$ cat src/rtl/pe_sequencer.sv
// ----------------------------------------------------------------------------
// pe_sequencer
//   Control sequencer for one row-stationary PE. Loads a filter row (S beats)
//   and an ifmap row (S+E-1 beats) into the scratchpads, runs S*E MAC cycles,
//   waits PIPE_LAT cycles for the PE pipeline to drain, optionally accumulates
//   the upstream psums, then streams E psums downstream and pulses done.
//
//   Optional feature: define PE_SEQ_PSUM_ACC_EN to include the ACC state that
//   adds the upstream PE's psums before output. Without it DRAIN goes straight
//   to OUT, en_psum_in is tied 0 and psum_in_valid is ignored.
//
// Ports
//   clk, rst                  clock, asynchronous active-low reset
//   start, abort              begin a job / cancel the running job
//   cfg_s, cfg_e              filter row length S, output row length E
//   filt_valid/filt_ready     filter load stream handshake
//   ifmap_valid/ifmap_ready   ifmap load stream handshake
//   psum_in_valid             upstream psum present (ACC only)
//   psum_out_ready            downstream accepts psum
//   load_filter/load_ifmap    scratchpad write strobes
//   ld_addr_filter/_ifmap     scratchpad write addresses
//   sel_filter_addr/_ifmap    scratchpad read addresses during compute
//   psum_sel                  psum entry select
//   pe_en, en_psum_in/out     PE datapath enables
//   busy, done, cfg_err       status; done and cfg_err are 1-cycle pulses
// ----------------------------------------------------------------------------
module pe_sequencer #(
    parameter int unsigned PIPE_LAT = 2
) (
    input  logic       clk,
    input  logic       rst,
    input  logic       start,
    input  logic       abort,
    input  logic [3:0] cfg_s,
    input  logic [3:0] cfg_e,
    input  logic       filt_valid,
    output logic       filt_ready,
    input  logic       ifmap_valid,
    output logic       ifmap_ready,
    input  logic       psum_in_valid,
    input  logic       psum_out_ready,
    output logic       load_filter,
    output logic       load_ifmap,
    output logic [5:0] ld_addr_filter,
    output logic [3:0] ld_addr_ifmap,
    output logic [5:0] sel_filter_addr,
    output logic [3:0] sel_ifmap_addr,
    output logic [3:0] psum_sel,
    output logic       pe_en,
    output logic       en_psum_in,
    output logic       en_psum_out,
    output logic       busy,
    output logic       done,
    output logic       cfg_err
);

    typedef enum logic [2:0] {
        StIdle, StLdFilt, StLdIfmap, StCompute, StDrain, StAcc, StOut, StFinish
    } state_e;

    state_e     state_q;
    logic [3:0] s_len_q, e_len_q;
    logic [3:0] cnt_s_q;   // load beat count, then filter index s
    logic [3:0] cnt_e_q;   // output index e
    logic [2:0] lat_q;
    logic       cfg_err_q;

    logic       cfg_ok;
    logic [4:0] w_len;
    logic       last_s, last_e;

    // S+E-1 <= 16 checked as S+E <= 17 in 5 bits so nothing can overflow.
    assign cfg_ok = (cfg_s != 4'd0) && (cfg_e != 4'd0) &&
                    (({1'b0, cfg_s} + {1'b0, cfg_e}) <= 5'd17);
    assign w_len  = {1'b0, s_len_q} + {1'b0, e_len_q} - 5'd1;
    assign last_s = (cnt_s_q == s_len_q - 4'd1);
    assign last_e = (cnt_e_q == e_len_q - 4'd1);

    always_ff @(posedge clk or negedge rst) begin
        if (!rst) begin
            state_q   <= StIdle;
            s_len_q   <= 4'd0;
            e_len_q   <= 4'd0;
            cnt_s_q   <= 4'd0;
            cnt_e_q   <= 4'd0;
            lat_q     <= 3'd0;
            cfg_err_q <= 1'b0;
        end else begin
            cfg_err_q <= 1'b0;
            if (abort && state_q != StIdle) begin
                state_q <= StIdle;
                cnt_s_q <= 4'd0;
                cnt_e_q <= 4'd0;
                lat_q   <= 3'd0;
            end else begin
                case (state_q)
                    StIdle: begin
                        if (start) begin
                            if (cfg_ok) begin
                                s_len_q <= cfg_s;
                                e_len_q <= cfg_e;
                                cnt_s_q <= 4'd0;
                                cnt_e_q <= 4'd0;
                                state_q <= StLdFilt;
                            end else begin
                                cfg_err_q <= 1'b1;
                            end
                        end
                    end
                    StLdFilt: begin
                        if (load_filter) begin
                            if (last_s) begin
                                cnt_s_q <= 4'd0;
                                state_q <= StLdIfmap;
                            end else begin
                                cnt_s_q <= cnt_s_q + 4'd1;
                            end
                        end
                    end
                    StLdIfmap: begin
                        if (load_ifmap) begin
                            if ({1'b0, cnt_s_q} == w_len - 5'd1) begin
                                cnt_s_q <= 4'd0;
                                state_q <= StCompute;
                            end else begin
                                cnt_s_q <= cnt_s_q + 4'd1;
                            end
                        end
                    end
                    StCompute: begin
                        if (last_s) begin
                            if (last_e) begin
                                // Counters stay put so DRAIN holds the last addresses.
                                lat_q   <= 3'd0;
                                state_q <= StDrain;
                            end else begin
                                cnt_s_q <= 4'd0;
                                cnt_e_q <= cnt_e_q + 4'd1;
                            end
                        end else begin
                            cnt_s_q <= cnt_s_q + 4'd1;
                        end
                    end
                    StDrain: begin
                        if (lat_q == 3'(PIPE_LAT - 1)) begin
                            cnt_s_q <= 4'd0;
                            cnt_e_q <= 4'd0;
`ifdef PE_SEQ_PSUM_ACC_EN
                            state_q <= StAcc;
`else
                            state_q <= StOut;
`endif
                        end else begin
                            lat_q <= lat_q + 3'd1;
                        end
                    end
`ifdef PE_SEQ_PSUM_ACC_EN
                    StAcc: begin
                        if (en_psum_in) begin
                            if (last_e) begin
                                cnt_e_q <= 4'd0;
                                state_q <= StOut;
                            end else begin
                                cnt_e_q <= cnt_e_q + 4'd1;
                            end
                        end
                    end
`endif
                    StOut: begin
                        if (psum_out_ready) begin
                            if (last_e) begin
                                cnt_e_q <= 4'd0;
                                state_q <= StFinish;
                            end else begin
                                cnt_e_q <= cnt_e_q + 4'd1;
                            end
                        end
                    end
                    StFinish: state_q <= StIdle;
                    default:  state_q <= StIdle;
                endcase
            end
        end
    end

    // Outputs decode the state registers; only the ready/strobe/en_psum_in
    // paths see live inputs, and abort masks them so it beats any handshake.
    always_comb begin
        filt_ready      = (state_q == StLdFilt) && !abort;
        ifmap_ready     = (state_q == StLdIfmap) && !abort;
        load_filter     = filt_valid && filt_ready;
        load_ifmap      = ifmap_valid && ifmap_ready;
        ld_addr_filter  = (state_q == StLdFilt) ? {2'b00, cnt_s_q} : 6'd0;
        ld_addr_ifmap   = (state_q == StLdIfmap) ? cnt_s_q : 4'd0;
        pe_en           = (state_q == StCompute) || (state_q == StDrain);
        sel_filter_addr = pe_en ? {2'b00, cnt_s_q} : 6'd0;
        sel_ifmap_addr  = pe_en ? (cnt_s_q + cnt_e_q) : 4'd0;
        psum_sel        = (pe_en || state_q == StAcc || state_q == StOut) ? cnt_e_q : 4'd0;
`ifdef PE_SEQ_PSUM_ACC_EN
        en_psum_in      = (state_q == StAcc) && psum_in_valid && !abort;
`else
        en_psum_in      = 1'b0;
`endif
        en_psum_out     = (state_q == StOut);
        busy            = (state_q != StIdle);
        done            = (state_q == StFinish);
        cfg_err         = cfg_err_q;
    end

`ifndef PE_SEQ_PSUM_ACC_EN
    logic unused_psum_in_valid;
    assign unused_psum_in_valid = psum_in_valid;
`endif

endmodule

$ cat config.mk
export PLATFORM = sky130hd
export DESIGN_NAME = pe_sequencer
export DESIGN_NICKNAME = d
export VERILOG_FILES = /design/src/rtl/pe_sequencer.sv
export SDC_FILE = /design/constraint.sdc
export NUM_CORES = 1
export LEC_CHECK = 0
export BUFFER_PORTS_ARGS = -buffer_cell sky130_fd_sc_hd__buf_2
export CORE_MARGIN = 1.5
export CORE_UTILIZATION = 30
export DETAILED_ROUTE_END_ITERATION = 6
export HOLD_SLACK_MARGIN = 0.06
export MAX_ROUTING_LAYER = met4
export PLACE_DENSITY = 0.49
export SLEW_MARGIN = 20
export SYNTH_ARGS = -nofsm -noshare
export SYNTH_HDL_FRONTEND = slang
export SYNTH_SLANG_ARGS = --single-unit
$ cat constraint.sdc
create_clock -name clk -period 2.6 [get_ports clk]
set_clock_uncertainty 0.1 [all_clocks]
set_input_delay 0.26 -clock clk [delete_from_list [all_inputs] [get_ports clk]]
set_output_delay 0.26 -clock clk [all_outputs]
set_load 0.01 [all_outputs]
==> results.md, run 1 <==
* Status: finished with violations
* Failing checks: setup timing
* Worst VDD drop at roughly 0.37 mV
* Layout area overhead at 23.9%
* Cell Area, Synth at 0.00229 mm²
* RD Place Congestion at 0.842
* HP Class: input pin to flop
* Max clock buf depth at 2
* CORE AREA at 0.00733 mm²
* TritonRoute pass-1 iters at 4
* Syn avg cell area at 8.77 µm²
* Total track usage at 14.8%
* Critical path endpoint category: flop
* Buffers & Inverters on Critical Path at 2
* GR Layer Usage met1 at between 15 and 20%
* Slew Limit Fails at 0
* Worst hold margin at 0.137 ns
* Slowest stage cell, crit path: fa_1
* Iter 0 DRT Violations at 127
* Leading cell type in the layout, fill and taps excluded: buf_2
* GRT overflow at 0
* RSZ-0062 raised after global routing: true
* Die Ht at approximately 90 µm
* Fraction of layout cells with a size suffix above 1 at 28.4%
* Final Instance Area at 0.00284 mm²
* Startpoint Class: flop
* Final net count at approximately 360
* Worst skew pair latency at 0.27 ns
* Flops & latches, synth at 23
* Util after Layout at 38.7%
* Register Area at 576 µm²
* Post-synth EDFFs at 0
* Synth unique cells at 60
* CP Data Arrival Time at 2.73 ns
* Cell chosen for the clock root: clkbuf_8
* Asr flop ratio synth at 100%
* Cell count after synthesis at between 200 and 300
* Fin cells at 423
* Vias in the first global route at around 2000
* Final Cycle Share at 103%
* DR vias at 2025
* Tmin final at 2.67 ns
* Initial antenna violation count at 0
* FP Rows at 31
* Routed Antenna Nets at 0
* Setup CP Type: flop to flop
* Placed Area at 0.00274 mm²
* Worst path max stage delay at 0.51 ns
* CTS clk-pin slew, worst paths at 0.09 ns
* IO buf count at 43
* Worst-path maximum fanout at 5
* Io pins at 50
* # Max-Cap Violations at 0
* Number of synthesis warnings at 0
* PD cells at 900 mW/mm²
* First-pass GRT wire length at about 9600 µm
* CP required at 2.66 ns
* Post-synth top flop: dfrtp_1
* FILL cells at 763
* Htree depth at 1
* Multi-input logic area at between 0.0015 and 0.002 mm²
* Drt wl/cell at 13.8 µm
* Antenna cells at 0
* Slew headroom at a little over three fifths
* Routed wire length at 5830 µm
* Met3 Use GR at 2.02%
* Pleak at 1.38 nW
* Grt met2 use at 24.6%
* CTS Buf Count at 3
* Actual slew at the worst max-slew pin at approximately 0.55 ns
* Final setup vio count at 3
* Top Usage Layer GRT: met2
* DP Worst Slack at -0.0711 ns
* Max Fclk at 0.374 GHz
* Die ar. at around 0.0082 mm²
* Commonest cells after routing, fill and taps aside: buf_2 (43), inv_1 (25), buf_4 (25)
* CTS tree: built
* Gate family responsible for the most delay along the worst path: adder cells
* Initial Utilization at between 30% and 40%
* PnR worst setup slack at -0.0704 ns
* DIE WIDTH at 90.4 µm
* Total negative slack at -0.109 ns
* Seq/Total Area, Yosys at 25.1%
* Dpl hpwl at 4730 µm
* Routed vias/inst at 4.79
* Final hold violations at 0
* Overall Power at 2.55 mW
* DRC violations left at 0
* Placed insts at 416
* Largest net degree at the start of global routing at 24
* Crit-path cells: inv_2 > ha_4 > inv_2 > ha_4 > fa_1 > xnor2_1 > nand3_1 > o31a_1 > or2_1 > a211o_1
* Clock sinks at 23
## worst reg2reg max path: stages, from the launching register on
cell     delay, ns
dfrtp_1       0.37
inv_2         0.06
ha_4          0.26
inv_2         0.04
ha_4          0.15
fa_1          0.51
xnor2_1       0.12
nand3_1       0.09
o31a_1        0.36
or2_1         0.25
a211o_1       0.27
## layout make-up
class	count	area share, %
clock buffer	3	1.46
clock inverter	1	0.176
inverter	29	3.84
multi-input combinational	199	55.3
sequential	23	20.3
tap	99	4.37
timing repair buffer	69	14.6
## path summary, 6_finish.rpt
check / start / endpoint / slack [ns] / cells after the start
worst min-delay path: cfg_e[3] / e_len_q[3] / 0.14 / 2
worst max-delay path: s_len_q[1] / state_q[1] / -0.07 / 10
max in group asynchronous: rst / e_len_q[1] / 1.63 / 2
min in group asynchronous: rst / lat_q[1] / 0.40 / 2
worst max register to register: s_len_q[1] / state_q[1] / -0.07 / 10
worst min register to register: lat_q[2] / lat_q[2] / 0.43 / 1
## registers in the layout, indices dropped and copies added, names as in the netlist
signal	flops
e_len_q	4
state_q	3
lat_q	3
cnt_e_q	4
s_len_q	4
cnt_s_q	4
cfg_err	1
## per-layer routing
layer  vias to the layer above  share of wire, %
met1                       942                50
met4                         0              0.98
li1                       1034                 -
met5                         -                 0
met2                        43                47
met3                         6               3.0
## cells by family (layout without fill, tap and decap cells)
| group | count (synthesis) | in the layout | share of synthesized area, % |
|---|---|---|---|
| simple gates | 89 | 89 | 22.3 |
| compound gates | 45 | 45 | 15.2 |
| buf+inv | 43 | 102 | 8.31 |
| xor+xnor | 24 | 24 | 9.18 |
| fa+ha+maj | 23 | 23 | 13.6 |
| flops | 23 | 23 | 25.1 |
| mux | 13 | 13 | 6.12 |
| other cells | 1 | 5 | 0.164 |
## power by group
part / switching (mW) / total, mW / internal (mW)
sequential: 0.138 / 0.591 / 0.453
clock: 0.129 / 0.236 / 0.107
combinational: 0.889 / 1.73 / 0.838
total: 1.16 / 2.55 / 1.40
## Yosys cell counts (6+ instances only)
library cell	count	area (µm²)
inv_1	28	105
dfrtp_1	23	576
ha_1	20	250
nor2_1	20	75.1
xnor2_1	20	175
nor2b_1	9	56.3
nor3_1	9	45.0
a21oi_1	8	40.0
and3_1	8	50.1
nand2_1	7	26.3
nand2b_1	7	43.8
buf_4	6	45.0
## repair_timing
item / CTS / global route
endpoints found under the hold margin: 23 / 0
pin swaps: 3 / 9
setup buffers: 0 / 2
endpoints found under the setup margin: 6 / 6
resized for setup: 2 / 6
hold buffers: 1 / 0
Power figures use the tool's default switching activity.
==> run 2, diff against run 1 <==
--- a/config.mk
+++ b/config.mk
@@ -12,6 +12,7 @@
 export HOLD_SLACK_MARGIN = 0.06
 export MAX_ROUTING_LAYER = met4
 export PLACE_DENSITY = 0.49
+export RECOVER_POWER = 100
 export SLEW_MARGIN = 20
 export SYNTH_ARGS = -nofsm -noshare
 export SYNTH_HDL_FRONTEND = slang
==> results.md, run 2 (same netlist as run 1, synthesis figures left out) <==
* Final Instance Area at 0.00278 mm²
* Layout area overhead at 21.5%
* Final setup vio count at 3
* Largest net degree at the start of global routing at 24
* Placed insts at 416
* Fraction of layout cells with a size suffix above 1 at 19.1%
* Drt wl/cell at 13.8 µm
* Worst R2R Path Depth at 10
* Worst hold margin at 0.137 ns
* Met3 Use GR at under 10%
* IO buf count at 43
* Iter 0 DRT Violations at 173
* Worst VDD drop at 0.370 mV
* Slowest stage cell, crit path: fa_1
* CTS clk-pin slew, worst paths at 0.09 ns
* Total track usage at ~15%
* Reg-to-reg startpoint: s_len_q[1]
* RD Place Congestion at 0.842
* Cell chosen for the clock root: clkbuf_8
* Top Usage Layer GRT: met2
* DIE WIDTH at ~90 µm
* GR Layer Usage met1 at approximately 19%
* Hold Startpoint: cfg_e[3]
* Routed vias/inst at between 4 and 5
* CORE AREA at 0.00733 mm²
* Leading cell type in the layout, fill and taps excluded: clkbuf_1
* Routed Antenna Nets at 0
* Initial Utilization at 31.2%
* DRC violations left at 0
* CP required at 2.66 ns
* Max clock buf depth at 2
* Max Fclk at 0.374 GHz
* Die ar. at between 0.008 and 0.009 mm²
* Status: finished with violations
* Final Cycle Share at 103%
* Gate family responsible for the most delay along the worst path: adder cells
* PnR worst setup slack at -0.0722 ns
* Commonest cells after routing, fill and taps aside: clkbuf_1 (29), inv_1 (25), dfrtp_1 (23)
* Io pins at 50
* DR vias at about 2000
* Routed wire length at about 5900 µm
* Placed Area at 0.00274 mm²
* Setup CP Type: flop to flop
* Worst-path maximum fanout at 5
* Startpoint Class: flop
* Actual slew at the worst max-slew pin at 1.32 ns
* Total negative slack at -0.123 ns
* Critical path endpoint category: flop
* Clock sinks at 23
* Tmin final at 2.67 ns
* Initial antenna violation count at 0
* Failing checks: setup timing
* Antenna cells at 0
* Crit-path cells: inv_2 > ha_4 > inv_2 > ha_4 > fa_1 > xnor2_1 > nand3_1 > o31a_1 > or2_1 > a211o_1
* Hold-critical path depth at 2
* Worst R2R End: state_q[1]
* Pleak at 1.25 nW
* HP Class: input pin to flop
* RSZ-0062 raised after global routing: true
* CTS tree: built
* Buffers & Inverters on Critical Path at 2
* Fin cells at 423
* PD cells at 905 mW/mm²
* Slew headroom at between 10% and 20%
* Final net count at 364
* Worst skew pair latency at 0.27 ns
* Grt met2 use at between 20% and 30%
* CP Data Arrival Time at 2.73 ns
* Htree depth at 1
* CTS Buf Count at 3
* Slew Limit Fails at 0
* Vias in the first global route at roughly 2000
* Hold EP: e_len_q[3]
* Die Ht at 90.4 µm
* FP Rows at 31
* Worst path max stage delay at ~0.51 ns
* Dpl hpwl at around 4700 µm
* GRT overflow at 0
* Setup slack, reg-to-reg at -0.07 ns
* First-pass GRT wire length at 9560 µm
* TritonRoute pass-1 iters at 4
* Final hold violations at 0
* # Max-Cap Violations at 0
## run 2: changes by cell type in the layout (fill, tap and decap cells not counted)
cell	delta
clkbuf_1	+29
buf_2	-24
buf_4	-7
and2_0	+2
and2_1	-2
clkbuf_2	+1
clkbuf_4	+1
nor3_1	+1
nor3_2	-1
## run 2: worst register-to-register path: stages (launching register included)
cell and delay, ns:
dfrtp_1 0.37, inv_2 0.06, ha_4 0.26, inv_2 0.04, ha_4 0.15, fa_1 0.51
xnor2_1 0.12, nand3_1 0.09, o31a_1 0.36, or2_1 0.25, a211o_1 0.27
## run 2: metal layers
metal,share of wire (%),routed length [µm]
met2,46,2710
met3,3.1,179
met5,0,0
met1,50,2910
met4,0.97,57
## run 2: worst max path at each step
stage | startpoint | end | cells past startpoint
after floorplan | s_len_q[1] | state_q[1] | 10
after global placement | e_len_q[1] | state_q[1] | 10
after detailed placement | cfg_s[0] | e_len_q[1] | 9
after CTS | s_len_q[1] | state_q[1] | 10
after global routing | s_len_q[1] | state_q[1] | 10
final | s_len_q[1] | state_q[1] | 10
## run 2: area by class of cell
type                    count  area, µm²
clock buffers               3       41.3
clock inverters             1       5.00
fillers                   786       4550
inverters                  29        109
multi-input cells         199       1570
flip-flops and latches     23        576
well taps                  99        124
repair buffers             69        362
## run 2: timing repair
item,4_1_cts,5_1_grt
endpoints found under the setup margin,6,6
endpoints found under the hold margin,23,0
buffers inserted,0,2
hold buffers,1,0
pin swaps,3,9
resized for setup,2,6
## run 2: report_power, final
| group | switching [mW] | total, mW | internal (mW) | leakage [nW] |
|---|---|---|---|---|
| clock | 0.129 | 0.236 | 0.107 | 0.0255 |
| sequential | 0.135 | 0.588 | 0.453 | 0.300 |
| combinational | 0.891 | 1.69 | 0.802 | 0.927 |
## run 2: per-stage QoR
stage          worst slack (ns)  util (%)  power, mW
2_1_floorplan            0.0619         -       1.77
3_3_place_gp            -0.0363      37.3       2.24
3_5_place_dp            -0.0711      37.3       2.26
4_1_cts                 -0.0473      38.1       2.51
5_1_grt                  -0.223      37.9       2.77
6_report                -0.0722      37.9       2.52
